### src/rtl/braun_product_accumulator.sv
// Accumulates a valid/ready stream of 8-bit Braun multiplier products into one result per sequence.
// Optional macro BRAUN_ACC_SATURATE_EN clamps the accumulator instead of wrapping on overflow.
module braun_product_accumulator #(
    parameter int unsigned ACC_W = 16,
    parameter int unsigned CNT_W = 4
) (
    input  logic             clk,
    input  logic             rst_n,
    input  logic             in_valid,
    output logic             in_ready,
    input  logic [7:0]       in_prod,
    input  logic             in_last,
    output logic             out_valid,
    input  logic             out_ready,
    output logic [ACC_W-1:0] out_sum,
    output logic [CNT_W-1:0] out_cnt,
    output logic             out_ovf
);

    typedef enum logic [1:0] {StAccum, StDrain, StHold} state_e;

    state_e state_q, state_d;

    logic [7:0]       s1_prod_q, s1_prod_d;
    logic             s1_last_q, s1_last_d;
    logic             s1_valid_q, s1_valid_d;
    logic [ACC_W-1:0] acc_q, acc_d;
    logic [CNT_W-1:0] cnt_q, cnt_d;
    logic             ovf_q, ovf_d;
    logic [ACC_W-1:0] out_sum_q, out_sum_d;
    logic [CNT_W-1:0] out_cnt_q, out_cnt_d;
    logic             out_ovf_q, out_ovf_d;
    logic             out_valid_q, out_valid_d;

    logic             accept;
    logic [ACC_W:0]   sum_ext;

    // State register
    always_ff @(posedge clk or negedge rst_n) begin
        if (!rst_n) begin
            state_q <= StAccum;
        end else begin
            state_q <= state_d;
        end
    end

    // Next-state logic; DRAIN is entered once the last beat has reached the accumulator
    always_comb begin
        state_d = state_q;
        unique case (state_q)
            StAccum: if (s1_valid_q && s1_last_q) state_d = StDrain;
            StDrain: state_d = StHold;
            StHold:  if (out_ready) state_d = StAccum;
            default: state_d = StAccum;
        endcase
    end

    // Output logic
    always_comb begin
        in_ready = (state_q == StAccum) && !(s1_valid_q && s1_last_q);
    end

    assign accept    = in_valid && in_ready;
    assign out_valid = out_valid_q;
    assign out_sum   = out_sum_q;
    assign out_cnt   = out_cnt_q;
    assign out_ovf   = out_ovf_q;

    // Datapath next-state
    always_comb begin
        s1_valid_d  = accept;
        s1_prod_d   = accept ? in_prod : s1_prod_q;
        s1_last_d   = accept ? in_last : 1'b0;
        acc_d       = acc_q;
        cnt_d       = cnt_q;
        ovf_d       = ovf_q;
        out_sum_d   = out_sum_q;
        out_cnt_d   = out_cnt_q;
        out_ovf_d   = out_ovf_q;
        out_valid_d = out_valid_q;
        sum_ext     = {1'b0, acc_q} + {{(ACC_W - 7){1'b0}}, s1_prod_q};

        if (s1_valid_q) begin
`ifdef BRAUN_ACC_SATURATE_EN
            acc_d = sum_ext[ACC_W] ? {ACC_W{1'b1}} : sum_ext[ACC_W-1:0];
`else
            acc_d = sum_ext[ACC_W-1:0];
`endif
            cnt_d = cnt_q + 1'b1;
            ovf_d = ovf_q | sum_ext[ACC_W];
        end

        if (state_q == StDrain) begin
            out_sum_d   = acc_q;
            out_cnt_d   = cnt_q;
            out_ovf_d   = ovf_q;
            out_valid_d = 1'b1;
            acc_d       = '0;
            cnt_d       = '0;
            ovf_d       = 1'b0;
        end else if (state_q == StHold && out_ready) begin
            out_valid_d = 1'b0;
        end
    end

    always_ff @(posedge clk or negedge rst_n) begin
        if (!rst_n) begin
            s1_prod_q   <= '0;
            s1_last_q   <= 1'b0;
            s1_valid_q  <= 1'b0;
            acc_q       <= '0;
            cnt_q       <= '0;
            ovf_q       <= 1'b0;
            out_sum_q   <= '0;
            out_cnt_q   <= '0;
            out_ovf_q   <= 1'b0;
            out_valid_q <= 1'b0;
        end else begin
            s1_prod_q   <= s1_prod_d;
            s1_last_q   <= s1_last_d;
            s1_valid_q  <= s1_valid_d;
            acc_q       <= acc_d;
            cnt_q       <= cnt_d;
            ovf_q       <= ovf_d;
            out_sum_q   <= out_sum_d;
            out_cnt_q   <= out_cnt_d;
            out_ovf_q   <= out_ovf_d;
            out_valid_q <= out_valid_d;
        end
    end

endmodule

### config.mk
export PLATFORM = sky130hd
export DESIGN_NAME = braun_product_accumulator
export DESIGN_NICKNAME = d
export VERILOG_FILES = /design/src/rtl/braun_product_accumulator.sv
export SDC_FILE = /design/constraint.sdc
export NUM_CORES = 1
export LEC_CHECK = 0
export CORE_MARGIN = 8
export CORE_UTILIZATION = 40
export DETAILED_ROUTE_END_ITERATION = 10
export DONT_BUFFER_PORTS = 1
export GPL_TIMING_DRIVEN = 0
export PLACE_DENSITY_LB_ADDON = 0.25
export SYNTH_ARGS = -nofsm -noshare
export SYNTH_HDL_FRONTEND = slang
export SYNTH_SLANG_ARGS = --single-unit
### constraint.sdc
create_clock -name clk -period 3.1 [get_ports clk]
set_clock_uncertainty 0.1 [all_clocks]
set_input_delay 0.62 -clock clk [delete_from_list [all_inputs] [get_ports clk]]
set_output_delay 0.62 -clock clk [all_outputs]
set_load 0.01 [all_outputs]
# Yosys cells after proc, flatten, opt, wreduce, memory -nomap -nowiden
# Index checks and enable logic that the tools add are counted.
[totals] reg_bits=55 latchBits=0 mem_bits_rw=0 mem_bits_ro=0 inputBits=13 output_inout_bits=23 n_memories=0
[op_classes] n_addsub=2 multipliers=0 div_mod_pow=0 n_lt_le_gt_ge=0 n_eq_ne=4 n_shift=0 n_mux=12 n_bitwise=1 reduce_logical=9
[op_table] operator="16-bit 2-to-1 mux" n=2
[op_table] operator="16-bit by 8-bit adder with 17-bit output" n=1
[op_table] operator="4-bit 2-to-1 mux" n=2
[op_table] operator="2-bit one-hot mux with 3 select lines" n=1
[op_table] operator="1-bit 2-to-1 mux" n=5
[op_table] operator="4-bit by 1-bit adder with 4-bit output, second input constant" n=1
[op_table] operator="1-bit logical AND" n=4
[op_table] operator="2-bit 2-to-1 mux" n=2
[op_table] operator="2-bit nonzero test" n=2
[op_table] operator="2-bit by 1-bit equality test with 1-bit output, second input constant" n=1
[op_table] operator="2-bit equality test, second input constant" n=1
[op_table] operator="2-bit logical NOT" n=1
[op_table] operator="2-bit by 1-bit inequality test with 1-bit output, second input constant" n=1
[op_table] operator="2-bit inequality test, second input constant" n=1
[op_table] operator="2-bit AND reduction" n=1
[op_table] operator="1-bit logical NOT" n=1
[op_table] operator="1-bit OR" n=1

# Longest topological paths before layout
# Gate-level depths: netlist (run 1).
[logic_depth] ltp_word=5 ltp_mapped=8 mapped_depth_nobuf=8

# Least setup slack after synthesis (run 1)
# No wires, ideal clock.
[synth_timing] kind="flip-flop to flip-flop" start="register acc_q[0]" end="register acc_q[14]" setup_ns=0.078 t_arrival_ns=2.058 path_slack_ns=0.864 path_stages_with_launch=9 path_buffers=0 path_cell_list="dfrtp_1 -> ha_1 -> inv_1 -> fa_1 -> nand2b_1 -> a21oi_1 -> nor2_1 -> or4_1 -> a21oi_1"
[synth_between] elab_chain_cells=3
[synth_lines] element="from (decl)" line_no="27" text="logic [ACC_W-1:0] acc_q, acc_d;"
[synth_lines] element="from (signal assigned)" line_no="111" text="acc_q <= '0;"
[synth_lines] element="from (signal assigned)" line_no="122" text="acc_q <= acc_d;"
[synth_lines] element="16-bit by 8-bit adder with 17-bit output" line_no="81" text="sum_ext = {1'b0, acc_q} + {{(ACC_W - 7){1'b0}}, s1_prod_q};"
[synth_lines] element="16-bit 2-to-1 mux" line_no="83" text="if (s1_valid_q) begin"
[synth_lines] element="16-bit 2-to-1 mux" line_no="93" text="if (state_q == StDrain) begin"
# Every way passes these cells. The select of a mux whose other input is x is not followed.
# A chain may end at the register's enable or synchronous reset.

# Worst setup path in the final report (run 1)
# Ends and elaborated chain as after synthesis.

==> metrics.md, run 1 <==
| Metric | Value |
|---|---|
| CP max stage cell | `or4_1` |
| Initial core utilization | `41.0%` |
| Element type at the critical path end | `register` |
| Syn_nets | `288` |
| Core area | `0.00628 mm^2` |
| Max rail drop VDD | `416 uV` |
| Finished Layout Cells | `350` |
| GRT overflow | `0` |
| CTS hold repair buffers | `1` |
| # Post-CTS Setup Buffers | `0` |
| Resized cells post-CTS | `0` |
| Minimum clock period | `2630 ps` |
| Finish-stage setup viols | `0` |
| Layout cells sized above 1 | `6.23%` |
| Internal | `0.00153 W` |
| # diodes | `0` |
| Largest net degree at the start of global routing | `56` |
| CTS tree | `done` |
| Clk pwr share | `18.4%` |
| Max Root-Sink Buffers | `2` |
| GRT busiest layer | `met2` |
| R2R setup slack | `470 ps` |
| R2R depth | `8` |
| Cell area after synthesis | `0.00257 mm^2` |
| Worst min path class | `in -> async` |
| Sequential power share | `47.6%` |
| Max cap viols | `0` |
| M1 GR Usage | `16.4%` |
| Unrepaired setup endpoints after global routing | `false` |
| Fin crit share | `84.7%` |
| Cts bufs inserted | `5` |
| Met2 Usage GRT | `20.3%` |
| Nets | `296` |
| Status | `finished clean` |
| CTS Root Cell | `clkbuf_8` |
| FMAX | `0.381 GHz` |
| RR Endpoint | `acc_q[14]` |
| Die Y | `96.2 um` |
| First DRT Iteration DRCs | `53` |
| Area grow syn2layout | `8.80%` |
| Hold slack | `60.4 ps` |
| # IOs | `36` |
| Net Sw Power | `0.000919 W` |
| Post-synth EDFFs | `0` |
| Met3 Use GR | `4.13%` |
| Gr usage total | `12.9%` |
| Row cnt | `29` |
| Post-Place Cells | `342` |
| Residual DRC | `0` |
| Post-synth ARST share | `100%` |
| Aggregate negative setup slack | `0 ps` |
| Routed wire per std cell | `15.5 um` |
| CP arrival | `2750 ps` |
| Seq cells post-synth | `55` |
| DPL Wire Length | `3810 um` |
| Crit-path cells | `ha_1, inv_1, fa_1, nand2b_1, a21oi_1, nor2_1, or4_1, a21oi_1` |
| Die X | `96.2 um` |
| Netlist cell types | `38` |
| Clock Pin Slew Worst Setup and Hold Paths | `90 ps` |
| Setup crit start kind | `register` |
| Seq/Total Area, Yosys | `53.5%` |
| Fillers | `622` |
| Syn Inst Count | `265` |
| RD Place Congestion | `0.826` |
| P per Cell Area | `874 mW/mm^2` |
| Net Sw Frac | `37.6%` |
| Routed WL | `5410 um` |
| Leading register cell type out of synthesis | `dfrtp_1` |
| Vias in the first global route | `1854` |
| Slew Limit Fails | `0` |
| Clock insertion delay at the later pin of the skew report | `310 ps` |
| Initial antenna violation count | `0` |
| First-pass GRT wire length | `9090 um` |
| Start of the worst register-to-register path | `acc_q[0]` |
| Slew margin rel. | `60.7%` |
| Via count | `1836` |
| Crit Path Max Fanout | `5` |
| Worst-margin pin slew | `590 ps` |
| TritonCTS Sinks | `55` |
| Post-Syn Area per Cell | `9.71 um^2` |
| Number of H-tree levels | `2` |
| Critical path type | `reg -> reg` |
| First-pass detailed-route iteration total | `4` |
| Total chip power | `0.00245 W` |
| Yosys warns | `0` |
| Most used cell, CP | `a21oi_1` |
| Combinational share of power | `33.9%` |
| Die ar. | `0.00925 mm^2` |
| Antenna viol nets, final | `0` |
| CP peak stage delay | `480 ps` |
| Critical Path RT | `3230 ps` |
| Leak pwr | `1.37 nW` |
| Hold Vio Cnt, Final | `0` |
| # port buffers | `0` |
| DR vias/cell | `5.25` |
[final cells by class]
cell class	instances	area (um^2)	share of cell area [%]
multi-input cells	193	1130	40.5
well taps	77	96.3	3.44
repair buffers	1	27.5	0.983
clock inverters	1	30.0	1.07
inverters	7	26.3	0.939
flip-flops and latches	55	1380	49.2
clock buffers	6	72.6	2.59
plain buffers	10	37.5	1.34
[cell usage in the layout, fill, tap and decap left out, types with 2 or more instances in the layout]
cell type,count
o31ai_1,2
nand3b_1,4
mux2_2,7
a211oi_1,3
clkbuf_8,5
nand3_1,3
ha_1,9
clkbuf_1,10
a31oi_1,2
nand2b_1,5
nor2b_1,2
inv_1,7
dfrtp_1,55
o21ai_0,10
a21oi_1,12
a21o_1,2
mux2i_1,5
xor2_1,8
and3_1,3
nor2_1,16
nand2_1,76
xnor2_1,2
and2_1,2
o21a_1,2
o211ai_1,5
[worst max-delay path by stage]
stage / cells after the start / startpoint / end
floorplan: 8 / acc_q[0] / acc_q[14]
global placement: 8 / acc_q[0] / acc_q[14]
detailed placement: 8 / acc_q[0] / acc_q[14]
CTS: 8 / acc_q[0] / acc_q[14]
global route: 8 / acc_q[0] / acc_q[14]
finish: 8 / acc_q[0] / acc_q[14]
[logic make-up after synthesis]
logic type / after synthesis / share of synthesized area (%)
fa+ha+maj: 10 / 5.16
xor+xnor: 10 / 3.40
compound gates: 41 / 9.82
simple gates: 120 / 20.6
buf+inv: 17 / 2.48
flops: 55 / 53.5
mux: 12 / 5.01
[critical path, delay by kind of cell, from the launching register on]
kind                       cells  cell delay, ps
adders and majority gates      2             640
DFF                            1             380
and+or+nand+nor                3             810
buffers and inverters          1              70
AOI/OAI and AO/OA              2             540
[metrics by stage]
step           setup WS, ps  utilization (%)  cell area [um^2]
2_1_floorplan           864                -              2570
3_3_place_gp            568             42.5              2670
3_5_place_dp            516             42.5              2670
4_1_cts                 474             44.6              2800
5_1_grt                 311             44.6              2800
6_report                474             44.6              2800
[layer usage]
metal	share of wire (%)	wire length, um	vias up
li1	-	-	900
met1	47	2530	891
met2	46	2470	41
met3	6.8	367	4
met4	0.70	38	0
met5	0	0	-
[flip-flops by register name (all words and copies together) (netlist names)]
name / count
acc_q: 16
cnt_q: 4
out_cnt: 4
out_ovf: 1
out_sum: 16
out_valid: 1
ovf_q: 1
s1_last_q: 1
s1_prod_q: 8
s1_valid_q: 1
state_q: 2
[power groups by stage]
stage          registers (W)  clock network (W)  logic [W]
6_report             0.00117           0.000451   0.000829
5_1_grt              0.00120           0.000489   0.000967
4_1_cts              0.00117           0.000472   0.000835
3_5_place_dp         0.00118                  0   0.000812
3_3_place_gp         0.00118                  0   0.000789
2_1_floorplan        0.00113                  0   0.000666
[synthesized netlist by cell type, types with 2 or more instances]
cell type / count / area share [%]
clkbuf_1: 9 / 1.3
o31ai_1: 2 / 0.58
nand2b_1: 5 / 1.2
mux2i_1: 5 / 1.9
xnor2_1: 2 / 0.68
nor2_1: 16 / 2.3
and2_1: 2 / 0.49
and3_1: 3 / 0.73
xor2_1: 8 / 2.7
mux2_2: 7 / 3.1
o21ai_0: 10 / 1.9
nand3_1: 3 / 0.58
inv_1: 7 / 1.0
a211oi_1: 3 / 0.88
dfrtp_1: 55 / 54
a21o_1: 2 / 0.58
a21oi_1: 12 / 2.3
o211ai_1: 5 / 1.5
nor2b_1: 2 / 0.49
a31oi_1: 2 / 0.49
ha_1: 9 / 4.4
o21a_1: 2 / 0.58
nand2_1: 76 / 11
nand3b_1: 4 / 1.2
Note: power is estimated with default switching activity, not from simulation.
==> run 2: changes to the inputs <==
==> constraint.sdc (replaced) <==
create_clock -name clk -period 2.45 [get_ports clk]
set_clock_uncertainty 0.1 [all_clocks]
set_input_delay 0.49 -clock clk [delete_from_list [all_inputs] [get_ports clk]]
set_output_delay 0.49 -clock clk [all_outputs]
set_load 0.01 [all_outputs]
==> run 2 against run 1 <==
Die area stayed put. Sequential share of layout area down 0.84 points. Count of clock-buffer cells in the layout is the same. Non-clock buffer count up 3. Critical endpoint unchanged. Largest cell class unchanged.
==> metrics.md, run 2 (synthesized netlist as in run 1, its figures left out) <==
| Metric | Value |
|---|---|
| Status | `finished clean (unchanged)` |
| Nets | `299 (was 296)` |
| CP top delay family | `simple AND/OR/NAND/NOR gates (unchanged)` |
| Layout cells sized above 1 | `8.33% (was 6.23%)` |
| Largest net degree at the start of global routing | `56 (unchanged)` |
| Worst min path class | `in -> reg (was in -> async)` |
| Number of H-tree levels | `2 (unchanged)` |
| Routed wire per std cell | `15.4 um (was 15.5 um)` |
| Slew Limit Fails | `0 (unchanged)` |
| Critical path type | `reg -> reg (unchanged)` |
| Finished Layout Cells | `353 (was 350)` |
| Antenna viol nets, final | `0 (unchanged)` |
| Hold Vio Cnt, Final | `0 (unchanged)` |
| # port buffers | `0 (unchanged)` |
| DPL Wire Length | `3810 um (unchanged)` |
| CTS Root Cell | `clkbuf_8 (unchanged)` |
| Final core utilization | `45.4% (was 44.6%)` |
| Die ar. | `0.00925 mm^2 (unchanged)` |
| Post-place instance area | `0.00267 mm^2 (unchanged)` |
| Clock insertion delay at the later pin of the skew report | `310 ps (about the same)` |
| Vias in the first global route | `1854 (unchanged)` |
| Core area | `0.00628 mm^2 (unchanged)` |
| Cts bufs inserted | `5 (unchanged)` |
| Crit Path Max Fanout | `5 (unchanged)` |
| Residual DRC | `0 (unchanged)` |
| Routed WL | `5440 um (was 5410 um)` |
| Gr usage total | `12.9% (about the same)` |
| Clock Pin Slew Worst Setup and Hold Paths | `90 ps (about the same)` |
| Row cnt | `29 (unchanged)` |
| Finished layout cell area | `0.00285 mm^2 (was 0.00280 mm^2)` |
| CP peak stage delay | `470 ps (was 480 ps)` |
| Slew margin rel. | `61.3% (was 60.7%)` |
| Post-Place Cells | `342 (unchanged)` |
| DR vias/cell | `5.16 (was 5.25)` |
| R2R setup slack | `170 ps (was 470 ps)` |
| RD Place Congestion | `0.826 (unchanged)` |
| Initial core utilization | `41.0% (unchanged)` |
| Die Y | `96.2 um (unchanged)` |
| Element type at the critical path end | `register (unchanged)` |
| First-pass detailed-route iteration total | `4 (unchanged)` |
| Die X | `96.2 um (unchanged)` |
| Most common cell after layout, fill and taps aside | `nand2_1 (unchanged)` |
| GRT overflow | `0 (unchanged)` |
| Setup slack at placement | `-134 ps (was 516 ps)` |
| Final worst slack | `170 ps (was 474 ps)` |
| FMAX | `0.439 GHz (was 0.381 GHz)` |
| CP arrival | `2410 ps (was 2750 ps)` |
| Fin crit share | `93.1% (was 84.7%)` |
| Initial antenna violation count | `0 (unchanged)` |
| CTS tree | `done (unchanged)` |
| First DRT Iteration DRCs | `62 (was 53)` |
| Max cap viols | `0 (unchanged)` |
| Setup crit start kind | `register (unchanged)` |
| Worst-margin pin slew | `578 ps (was 590 ps)` |
| Leak pwr | `1.39 nW (was 1.37 nW)` |
| Unrepaired setup endpoints after global routing | `false (unchanged)` |
| First-pass GRT wire length | `9110 um (was 9090 um)` |
| Minimum clock period | `2280 ps (was 2630 ps)` |
| Total chip power | `0.00316 W (was 0.00245 W)` |
| Most frequent cells in the layout | `nand2_1 (76), dfrtp_1 (55), nor2_1 (16) (unchanged)` |
| Via count | `1823 (was 1836)` |
| CP max stage cell | `or4_1 (unchanged)` |
| Max rail drop VDD | `587 uV (was 416 uV)` |
| Finish-stage setup viols | `0 (unchanged)` |
| CP bufs+invs | `1 (unchanged)` |
| Area grow syn2layout | `10.7% (was 8.80%)` |
| Crit-path cells | `ha_2, inv_1, fa_2, nand2b_4, a21oi_4, nor2_1, or4_1, a21oi_1 (was ha_1, inv_1, fa_1, nand2b_1, a21oi_1, nor2_1, or4_1, a21oi_1)` |
| # diodes | `0 (unchanged)` |
| P per Cell Area | `1110 mW/mm^2 (was 874 mW/mm^2)` |
| # IOs | `36 (unchanged)` |
| TritonCTS Sinks | `55 (unchanged)` |
| Max Root-Sink Buffers | `2 (unchanged)` |
| Critical Path RT | `2580 ps (was 3230 ps)` |
==> run 2: worst paths after layout <==
kind	endpoint	cells after the start	from
hold / removal	state_q[1]	1	out_ready
max in group asynchronous	out_cnt[2]	2	rst_n
hold reg to reg	out_ovf	2	ovf_q
setup / recovery	acc_q[14]	8	s1_prod_q[0]
min in group asynchronous	out_sum[8]	2	rst_n
setup reg to reg	acc_q[14]	8	s1_prod_q[0]
==> run 2: timing repair <==
item / 4_1_cts / 5_1_grt
pin swaps: 0 / 1
hold endpoints to repair: 55 / 0
gates resized for setup: 2 / 3
endpoints found under the setup margin: 2 / 1
setup buffers: 0 / 2
hold buffers: 2 / 0
==> run 2: layout make-up <==
| type | instances | area, um^2 |
|---|---|---|
| flip-flops and latches | 55 | 1380 |
| multi-input cells | 193 | 1160 |
| clock inverters | 1 | 30.0 |
| inverters | 7 | 26.3 |
| repair buffers | 4 | 52.6 |
| plain buffers | 10 | 37.5 |
| fillers | 616 | 3430 |
| well taps | 77 | 96.3 |
| clock buffers | 6 | 72.6 |
==> run 2: stage by stage <==
| stage | setup TNS, ps | hold slack (ps) |
|---|---|---|
| 2_1_floorplan | 0 | 94.4 |
| 3_3_place_gp | -81.7 | 96.6 |
| 3_5_place_dp | -134 | 96.8 |
| 4_1_cts | 0 | 176 |
| 5_1_grt | 0 | 193 |
| 6_report | 0 | 189 |
==> run 2: per-layer routing <==
metal  part of all wire [%]  GRT usage [%]  up-vias
met5                      0              0        -
li1                       -              -      906
met2                     46           20.4       34
met1                     48           16.5      877
met4                   0.81           3.71        0
met3                    5.6           4.13        6
==> run 2: where the power goes <==
part | internal [W] | switching (W) | total (W)
Clock | 0.000300 | 0.000274 | 0.000574
Combinational | 0.000480 | 0.000632 | 0.00111
Sequential | 0.00119 | 0.000285 | 0.00147
Total | 0.00197 | 0.00119 | 0.00316
==> run 3: changes to the inputs <==
--- a/config.mk
+++ b/config.mk
@@ -6,7 +6,7 @@
 export NUM_CORES = 1
 export LEC_CHECK = 0
 export CORE_MARGIN = 8
-export CORE_UTILIZATION = 40
+export CORE_UTILIZATION = 62
 export DETAILED_ROUTE_END_ITERATION = 10
 export DONT_BUFFER_PORTS = 1
 export GPL_TIMING_DRIVEN = 0
==> run 3 against run 2 <==
Cell area is 2.2% lower. Sequential cell count unchanged. Combinational power barely moved. Cell count down 7.6%. First-iteration DRC count increased by 95%. Via count shrank 1.1%. Die area decreased by 30%. Clock power shrank 17%. Setup slack worse by 38 ps. Global-route usage is 4.8 points higher. Highest routed layer unchanged.
==> metrics.md, run 3 (synthesized netlist as in run 1, its figures left out) <==
| Metric | Value |
|---|---|
| Clock Pin Slew Worst Setup and Hold Paths | `90 ps (about the same)` |
| Max rail drop VDD | `682 uV (was 587 uV)` |
| Largest net degree at the start of global routing | `56 (unchanged)` |
| Gr usage total | `17.7% (was 12.9%)` |
| Finish-stage setup viols | `0 (unchanged)` |
| Multi-input gate area | `0.00116 mm^2 (unchanged)` |
| Minimum clock period | `2320 ps (was 2280 ps)` |
| CP arrival | `2450 ps (was 2410 ps)` |
| Number of H-tree levels | `2 (unchanged)` |
| Fin crit share | `94.6% (was 93.1%)` |
| Fillers | `289 (was 616)` |
| Finished layout cell area | `0.00279 mm^2 (was 0.00285 mm^2)` |
| CTS tree | `done (unchanged)` |
| TritonCTS Sinks | `55 (unchanged)` |
| Max cap viols | `0 (unchanged)` |
| Die ar. | `0.00647 mm^2 (was 0.00925 mm^2)` |
| Routed WL | `5220 um (was 5440 um)` |
| Initial core utilization | `64.3% (was 41.0%)` |
| Finished Layout Cells | `326 (was 353)` |
| Vias in the first global route | `1847 (was 1854)` |
| Setup crit start kind | `register (unchanged)` |
| Worst min path class | `in -> reg (unchanged)` |
| Routed wire per std cell | `16.0 um (was 15.4 um)` |
| Critical path type | `reg -> reg (unchanged)` |
| RD Place Congestion | `0.847 (was 0.826)` |
| Hold Vio Cnt, Final | `0 (unchanged)` |
| Final core utilization | `69.6% (was 45.4%)` |
| # IOs | `36 (unchanged)` |
| # port buffers | `0 (unchanged)` |
| Area grow syn2layout | `8.27% (was 10.7%)` |
| Most common cell after layout, fill and taps aside | `nand2_1 (unchanged)` |
| FMAX | `0.431 GHz (was 0.439 GHz)` |
| Critical Path RT | `2590 ps (was 2580 ps)` |
| # diodes | `0 (unchanged)` |
| GRT overflow | `0 (unchanged)` |
| Antenna viol nets, final | `0 (unchanged)` |
| Post-Place Cells | `315 (was 342)` |
| Crit Path Max Fanout | `4 (was 5)` |
| Status | `finished clean (unchanged)` |
| Slew Limit Fails | `0 (unchanged)` |
| Unrepaired setup endpoints after global routing | `false (unchanged)` |
| Via count | `1803 (was 1823)` |
| Leak pwr | `1.38 nW (was 1.39 nW)` |
| Nets | `298 (was 299)` |
| P per Cell Area | `1110 mW/mm^2 (about the same)` |
| CP peak stage delay | `490 ps (was 470 ps)` |
| Layout cells sized above 1 | `7.97% (was 8.33%)` |
| Worst-margin pin slew | `598 ps (was 578 ps)` |
| Most frequent cells in the layout | `nand2_1 (76), dfrtp_1 (55), nor2_1 (16) (unchanged)` |
| Slew margin rel. | `59.9% (was 61.3%)` |
| Core area | `0.00400 mm^2 (was 0.00628 mm^2)` |
| CTS Root Cell | `clkbuf_8 (unchanged)` |
| DPL Wire Length | `3620 um (was 3810 um)` |
| First-pass detailed-route iteration total | `4 (unchanged)` |
| Die Y | `80.4 um (was 96.2 um)` |
| Clock insertion delay at the later pin of the skew report | `310 ps (about the same)` |
| Register area | `0.00138 mm^2 (unchanged)` |
| Post-place instance area | `0.00264 mm^2 (was 0.00267 mm^2)` |
| First DRT Iteration DRCs | `121 (was 62)` |
| Cts bufs inserted | `5 (unchanged)` |
| Crit-path cells | `ha_2, inv_1, fa_2, nand2b_4, a21oi_4, nor2_1, or4_1, a21oi_1 (unchanged)` |
| Max Root-Sink Buffers | `2 (unchanged)` |
| Initial antenna violation count | `0 (unchanged)` |
| First-pass GRT wire length | `8790 um (was 9110 um)` |
| Element type at the critical path end | `register (unchanged)` |
| DR vias/cell | `5.53 (was 5.16)` |
| Row cnt | `23 (was 29)` |
| CP max stage cell | `or4_1 (unchanged)` |
| Residual DRC | `0 (unchanged)` |
| Die X | `80.4 um (was 96.2 um)` |
==> run 3: repair_timing <==
item,in CTS,in global routing
endpoints found under the hold margin,55,0
gates resized for setup,2,4
pin swaps,0,1
hold buffers,2,0
setup buffers,0,1
endpoints found under the setup margin,1,1
==> run 3: final timing paths <==
kind | startpoint | to | slack (ps) | cells past startpoint
max in group asynchronous | rst_n | out_cnt[0] | 1420 | 2
hold / removal | out_ready | state_q[1] | 170 | 1
min in group asynchronous | rst_n | acc_q[6] | 600 | 2
setup reg to reg | acc_q[0] | acc_q[14] | 130 | 8
hold reg to reg | ovf_q | out_ovf | 380 | 2
setup / recovery | acc_q[0] | acc_q[14] | 130 | 8
==> run 3: per-stage QoR <==
step	hold slack, ps	setup TNS [ps]	setup WS [ps]	power [W]
after detailed placement	95.8	-102	-102	0.00252
after floorplan	94.4	0	214	0.00227
after global routing	174	0	25.9	0.00334
after CTS	166	0	15.1	0.00305
after global placement	95.7	-33.0	-33.0	0.00246
final	172	0	132	0.00308
==> run 3: layout make-up <==
cell class,count,area share (%)
Timing Repair Buffer,3,1.62
Clock inverter,1,0.180
Sequential cell,55,49.4
Multi-Input combinational cell,193,41.5
Inverter,7,0.943
Tap cell,50,2.25
Buffer,10,1.35
Clock buffer,7,2.74
==> run 3: critical path: cells and delay by family, from the launching register on <==
family          cells  cell delay (ps)
simple gates        3              770
flops               1              380
compound gates      2              350
buf+inv             1               60
fa+ha+maj           2              580
==> run 3: routing by layer <==
metal | part of all wire [%] | global-route usage, % | vias to the layer above
met5 | 0 | 0 | -
met4 | 1.8 | 6.73 | 0
met3 | 6.7 | 6.14 | 8
met2 | 47 | 27.8 | 41
met1 | 45 | 21.7 | 848
li1 | - | - | 906
==> run 3: report_power, final <==
part	internal, W	total (W)	switching, W	leakage [nW]
Sequential	0.00119	0.00148	0.000291	0.704
Combinational	0.000477	0.00113	0.000652	0.631
Clock	0.000201	0.000476	0.000275	0.0422
Total	0.00187	0.00308	0.00122	1.38
